--- config.mk ---
export PLATFORM = sky130hd
export DESIGN_NAME = mips32_fetch_unit
export DESIGN_NICKNAME = d
export VERILOG_FILES = /design/src/rtl/mips32_fetch_unit.sv
export SDC_FILE = /design/constraint.sdc
export NUM_CORES = 1
export LEC_CHECK = 0
export CORE_MARGIN = 2
export CORE_UTILIZATION = 64
export DETAILED_ROUTE_END_ITERATION = 6
export DONT_BUFFER_PORTS = 1
export GPL_TIMING_DRIVEN = 1
export PLACE_DENSITY = 0.8
export SYNTH_ARGS = -nofsm -noshare
export SYNTH_HDL_FRONTEND = slang
export SYNTH_SLANG_ARGS = --single-unit
--- constraint.sdc ---
create_clock -name clk -period 4.4 [get_ports clk]
set_clock_uncertainty 0.2 [all_clocks]
set_input_delay 0.22 -clock clk [delete_from_list [all_inputs] [get_ports clk]]
set_output_delay 0.22 -clock clk [all_outputs]
set_load 0.01 [all_outputs]
--- src/rtl/mips32_fetch_unit.sv ---
`default_nettype none
// ============================================================================
// mips32_fetch_unit : MIPS32 instruction fetch with req/ack imem port,
//                     prefetch FIFO, branch/jump redirect and bad-PC flag.
// Revision 1.0
// ============================================================================
module mips32_fetch_unit #(
  parameter int          ADDR_BITS  = 10,
  parameter int          FIFO_DEPTH = 2,
  parameter logic [31:0] RESET_PC   = 32'h0
) (
  input  logic                 clk,
  input  logic                 rst,
  output logic                 imem_req,
  output logic [ADDR_BITS-3:0] imem_addr,
  input  logic                 imem_ack,
  input  logic [31:0]          imem_rdata,
  input  logic                 redirect,
  input  logic [31:0]          redirect_pc,
  output logic                 inst_valid,
  input  logic                 inst_ready,
  output logic [31:0]          inst,
  output logic [31:0]          inst_pc,
  output logic [31:0]          inst_pc4,
  output logic                 invalid_pc
);

  localparam int               PTR_W   = $clog2(FIFO_DEPTH);
  localparam int               CNT_W   = $clog2(FIFO_DEPTH + 1);
  localparam logic [CNT_W-1:0] DEPTH_C = CNT_W'(FIFO_DEPTH);

  typedef enum logic [1:0] {
    ST_IDLE  = 2'd0,
    ST_REQ   = 2'd1,
    ST_FAULT = 2'd2
  } state_t;

  state_t           state;
  logic [31:0]      fpc;
  logic [31:0]      fpc_plus4;
  logic [PTR_W-1:0] wr_ptr;
  logic [PTR_W-1:0] rd_ptr;
  logic [CNT_W-1:0] count;
  logic [CNT_W-1:0] count_nxt;
  logic [31:0]      q_inst [FIFO_DEPTH];
  logic [31:0]      q_pc   [FIFO_DEPTH];
  logic [31:0]      q_pc4  [FIFO_DEPTH];
  logic             push;
  logic             pop;

  // A fetch address is usable only if word aligned and inside the memory span.
  function automatic logic pc_ok(input logic [31:0] p);
    return (p[1:0] == 2'b00) && ((p >> ADDR_BITS) == 32'd0);
  endfunction

  assign fpc_plus4  = fpc + 32'd4;
  assign push       = (state == ST_REQ) && imem_ack && !redirect;
  assign pop        = inst_valid && inst_ready && !redirect;
  assign count_nxt  = count + CNT_W'(push) - CNT_W'(pop);

  assign imem_addr  = fpc[ADDR_BITS-1:2];
  assign inst_valid = (count != '0);
  assign inst       = q_inst[rd_ptr];
  assign inst_pc    = q_pc[rd_ptr];
  assign inst_pc4   = q_pc4[rd_ptr];

  always_ff @(posedge clk or negedge rst) begin
    if (!rst) begin
      state      <= ST_IDLE;
      imem_req   <= 1'b0;
      fpc        <= RESET_PC;
      invalid_pc <= 1'b0;
      wr_ptr     <= '0;
      rd_ptr     <= '0;
      count      <= '0;
      for (int i = 0; i < FIFO_DEPTH; i++) begin
        q_inst[i] <= '0;
        q_pc[i]   <= '0;
        q_pc4[i]  <= '0;
      end
    end else if (redirect) begin
      // Flush wins over any same-cycle push or pop; in-flight request is aborted.
      fpc        <= redirect_pc;
      invalid_pc <= 1'b0;
      wr_ptr     <= '0;
      rd_ptr     <= '0;
      count      <= '0;
      if (pc_ok(redirect_pc)) begin
        state    <= ST_REQ;
        imem_req <= 1'b1;
      end else begin
        state    <= ST_FAULT;
        imem_req <= 1'b0;
      end
    end else begin
      if (push) begin
        q_inst[wr_ptr] <= imem_rdata;
        q_pc[wr_ptr]   <= fpc;
        q_pc4[wr_ptr]  <= fpc_plus4;
        wr_ptr         <= wr_ptr + 1'b1;
      end
      if (pop) begin
        rd_ptr <= rd_ptr + 1'b1;
      end
      count <= count_nxt;

      case (state)
        ST_IDLE: begin
          if (!pc_ok(fpc)) begin
            state <= ST_FAULT;
          end else if (count < DEPTH_C) begin
            state    <= ST_REQ;
            imem_req <= 1'b1;
          end
        end
        ST_REQ: begin
          // Keep requesting only while a free slot is guaranteed for the next word.
          if (imem_ack) begin
            fpc <= fpc_plus4;
            if (!((count_nxt < DEPTH_C) && pc_ok(fpc_plus4))) begin
              state    <= ST_IDLE;
              imem_req <= 1'b0;
            end
          end
        end
        ST_FAULT: begin
          invalid_pc <= 1'b1;
        end
        default: begin
          state    <= ST_IDLE;
          imem_req <= 1'b0;
        end
      endcase
    end
  end

`ifndef SYNTHESIS
  always @(posedge clk) begin
    if (rst && push) begin
      assert (count < DEPTH_C);
    end
  end
`endif

endmodule
`default_nettype wire

==> PnR_summary.wiki <==
{| class="wikitable"
! Metric !! Value
|-
| Category of the worst setup path launch point || input pin
|-
| Final-layout setup total negative slack || 0 ns
|-
| Setup repair after global routing missed its margin || no
|-
| Flops & latches, synth || 228
|-
| Setup slack after placement || 1.029 ns
|-
| Diode insertion count for antenna repair || 0
|-
| Number of ports placed on the die boundary || approximately 180
|-
| Number of synthesized flops with an enable pin || 0
|-
| DPL Wire Length || 16,670 um
|-
| Via count of the first global-routing pass || approximately 7.5k
|-
| Final std cell area, no fill || 12,310 um^2
|-
| Final setup vio count || 0
|-
| Maximum clock insertion buffer count || 3
|-
| Floorplan die width || 133.5 um
|-
| Post-Route Hold Slack || -0.7795 ns
|-
| Final clock period utilization by the worst path || 0.7999
|-
| Clock root buffer || sky130_fd_sc_hd__clkbuf_16
|-
| Clock tree from TritonCTS || yes
|-
| Number of warnings reported in the yosys synthesis log || 0
|-
| Post-cts gate resize count || 0
|-
| Fill cell instance count of the final layout || 996
|-
| Initial core utilization || 0.6514
|-
| Drt wl/cell || 21.71 um
|-
| Worst Reg2Reg Path Length in Cells || 15
|-
| Asr flop ratio synth || 1.000
|-
| Sinks on the clock net || approximately 230
|-
| Final Hold Vio Count || between 200 and 250
|-
| Critical Setup Path Class || in2reg
|-
| Net count of the finished layout || 1,014
|-
| Worst-path maximum fanout || 43
|-
| Number of distinct standard cells referenced by the synthesized netlist || 50
|-
| Worst IR Drop VDD || ~0.27 mV
|-
| Synth-to-Final Area Change || 14.73%
|-
| Final global-route overflow total || 0
|-
| Post-Synthesis Net Count || 978
|-
| Global-route usage over all layers || 0.2874
|-
| Kind of end point of the critical path || flop
|-
| Clock latency at the later pin of the worst-skew pair || 0.49 ns
|-
| Most frequent cells in the layout || sky130_fd_sc_hd__dfrtp_1, sky130_fd_sc_hd__mux2_2, sky130_fd_sc_hd__dlygate4sd3_1, sky130_fd_sc_hd__o21ai_0, sky130_fd_sc_hd__nand2_1
|-
| Die extent in y || 133.5 um
|-
| Post-layout minimum cycle time || 3.519 ns
|-
| Static Leakage || 5.669 nW
|-
| Core area || 16,470 um^2
|-
| Hold Buf Count CTS || 78
|-
| Most common flop cell mapped by yosys || sky130_fd_sc_hd__dfrtp_1
|-
| Area of the die || 17,810 um^2
|-
| Pwr dens || ~370 nW/um^2
|-
| Result of the run || complete, but fails checks
|-
| # rows || 47
|-
| Ratio of cells with drive above 1 in the final layout || 0.2989
|-
| Most frequent standard cell in the layout excluding fill and tap cells || sky130_fd_sc_hd__dfrtp_1
|-
| Arrival time of the worst setup path || roughly 3.7 ns
|-
| H-tree levels || 1
|-
| Fmax achieved || 284.1 MHz
|-
| Post-synthesis instance area || 10,730 um^2
|-
| Detailed Route WL || 25,550 um
|-
| Endpoint required time on the critical path || 4.58 ns
|-
| Mapped Cells || 906
|-
| Maximum number of pins on one net before global-route repair || between 200 and 250
|-
| Area after DPL || 10,730 um^2
|-
| Worst path setup slack after routing || 0.8806 ns
|-
| Total count of max-transition violations in the final report || 0
|-
| First-pass GRT wire length || 40,920 um
|-
| DRC violation count after routing || 0
|-
| Slew @ Worst Pin || 1.061 ns
|-
| Total of max-cap violations || 0
|-
| IO buf count || 0
|-
| Clk slew on worst S/H paths || 0.06 ns
|-
| DRC violation total after the first TritonRoute iteration || 725
|-
| Number of nets with antenna violations after routing || 0
|-
| Setup bufs post-CTS || 0
|-
| Routability congestion estimate from global placement || around 1.0
|-
| Relative slew margins || 0.2929
|-
| Total via count in the routed design || 7,361
|-
| First drt pass iteration count || 5
|-
| Dpl cells || approximately 1.1k
|-
| Initial antenna violation count || 0
|-
| Violated checks || negative hold slack
|-
| Routed via count divided by cell count || 6.254
|-
| Sequential-to-total area share from yosys stat || 0.5320
|-
| Post-route insts no fill || approximately 1.2k
|-
| Average cell area after synthesis || about 12 um^2
|-
| Final core utilization || 0.7473
|-
| Class of the tightest hold or removal check || in2async
|-
| Num CTS Buffers || 23
|}
## synth_stat cells (4+ instances only)
cell                         n  area (um^2)
sky130_fd_sc_hd__a21oi_1    39        195.2
sky130_fd_sc_hd__a221o_1     5        50.05
sky130_fd_sc_hd__a22oi_1    19        142.6
sky130_fd_sc_hd__and3_1      5        31.28
sky130_fd_sc_hd__buf_1       5        18.77
sky130_fd_sc_hd__buf_2      17        85.08
sky130_fd_sc_hd__buf_4      15        112.6
sky130_fd_sc_hd__clkbuf_1   38        142.6
sky130_fd_sc_hd__dfrtp_1   228         5705
sky130_fd_sc_hd__inv_1       8        30.03
sky130_fd_sc_hd__mux2_2    219         2466
sky130_fd_sc_hd__nand2_1    60        225.2
sky130_fd_sc_hd__nand3_1    13        65.06
sky130_fd_sc_hd__nand3_2     4        40.04
sky130_fd_sc_hd__nand4_1    18        112.6
sky130_fd_sc_hd__nor2_1     54        202.7
sky130_fd_sc_hd__nor3_1     14        70.07
sky130_fd_sc_hd__nor4_1     14        87.58
sky130_fd_sc_hd__o21ai_0    64        320.3
sky130_fd_sc_hd__xnor2_1    18        157.7
sky130_fd_sc_hd__xor2_1     12        105.1
## power by group
part / internal (mW) / total (mW) / switching (mW)
clock network: 1.23 / 1.99 / 0.761
registers: 2.16 / 2.26 / 0.0982
logic: 0.146 / 0.302 / 0.156
total: 3.54 / 4.55 / 1.02
## final timing paths
kind	from	endpoint	slack [ns]
setup / recovery	redirect	imem_req	0.88
hold / removal	rst	q_inst[22]	-0.78
setup reg to reg	state[0]	imem_req	0.98
hold reg to reg	q_pc4[16]	q_pc4[16]	0.27
max in group asynchronous	rst	rd_ptr	4.52
min in group clk	imem_ack	wr_ptr	0.04
## final cells by class
cell class | count | area [um^2] | share of cell area
tap | 220 | 275.3 | 0.02237
clock inverter | 8 | 115.1 | 0.009354
clock buffer | 32 | 669.4 | 0.05440
inverter | 9 | 33.78 | 0.002745
timing repair buffer | 87 | 870.8 | 0.07077
sequential | 228 | 5709 | 0.4640
multi-input combinational | 593 | 4632 | 0.3764
## per-stage QoR
step                hold slack, ns  total power [mW]
finish                     -0.7795             4.553
global route               -0.7995             4.701
CTS                        -0.7909             4.578
detailed placement         -0.2706             2.517
global placement           -0.2699             2.505
floorplan                  -0.2756             2.461
## cells by family (layout without fill, tap and decap cells)
family          after synthesis  after routing  synth area share
fa+ha+maj                     3              3          0.003500
compound gates              137            137           0.07536
buf+inv                      85            136           0.03768
simple gates                201            201           0.09356
mux                         221            221            0.2319
xor+xnor                     31             31           0.02602
flops                       228            228            0.5320
## layer usage
| layer | up-vias | global-route usage | wire length, um |
|---|---|---|---|
| met1 | 3671 | 0.4029 | 10680 |
| met5 | - | 0 | 0 |
| met2 | 332 | 0.4613 | 12120 |
| met3 | 67 | 0.05974 | 2116 |
| li1 | 3291 | - | - |
| met4 | 0 | 0.08215 | 635 |
## critical path, cell delays in order
cell                            delay (ns)
sky130_fd_sc_hd__dlygate4sd3_1        0.62
sky130_fd_sc_hd__buf_12               0.22
sky130_fd_sc_hd__or3_1                0.46
sky130_fd_sc_hd__nor2_2               0.10
sky130_fd_sc_hd__buf_4                0.18
sky130_fd_sc_hd__inv_2                0.05
sky130_fd_sc_hd__ha_1                 0.26
sky130_fd_sc_hd__inv_1                0.04
sky130_fd_sc_hd__ha_1                 0.18
sky130_fd_sc_hd__xor2_1               0.15
sky130_fd_sc_hd__xnor2_1              0.23
sky130_fd_sc_hd__and2_1               0.17
sky130_fd_sc_hd__nand4_1              0.15
sky130_fd_sc_hd__nor4_4               0.39
sky130_fd_sc_hd__and3_4               0.24
sky130_fd_sc_hd__nor3_2               0.04
## sequential cells by signal, summed over array words and instances, names as in the netlist
register    count
invalid_pc      1
q_pc           64
wr_ptr          1
rd_ptr          1
q_inst         64
imem_req        1
count           2
state           2
q_pc4          60
fpc            32
No activity file was read; power rests on OpenSTA's default activity.
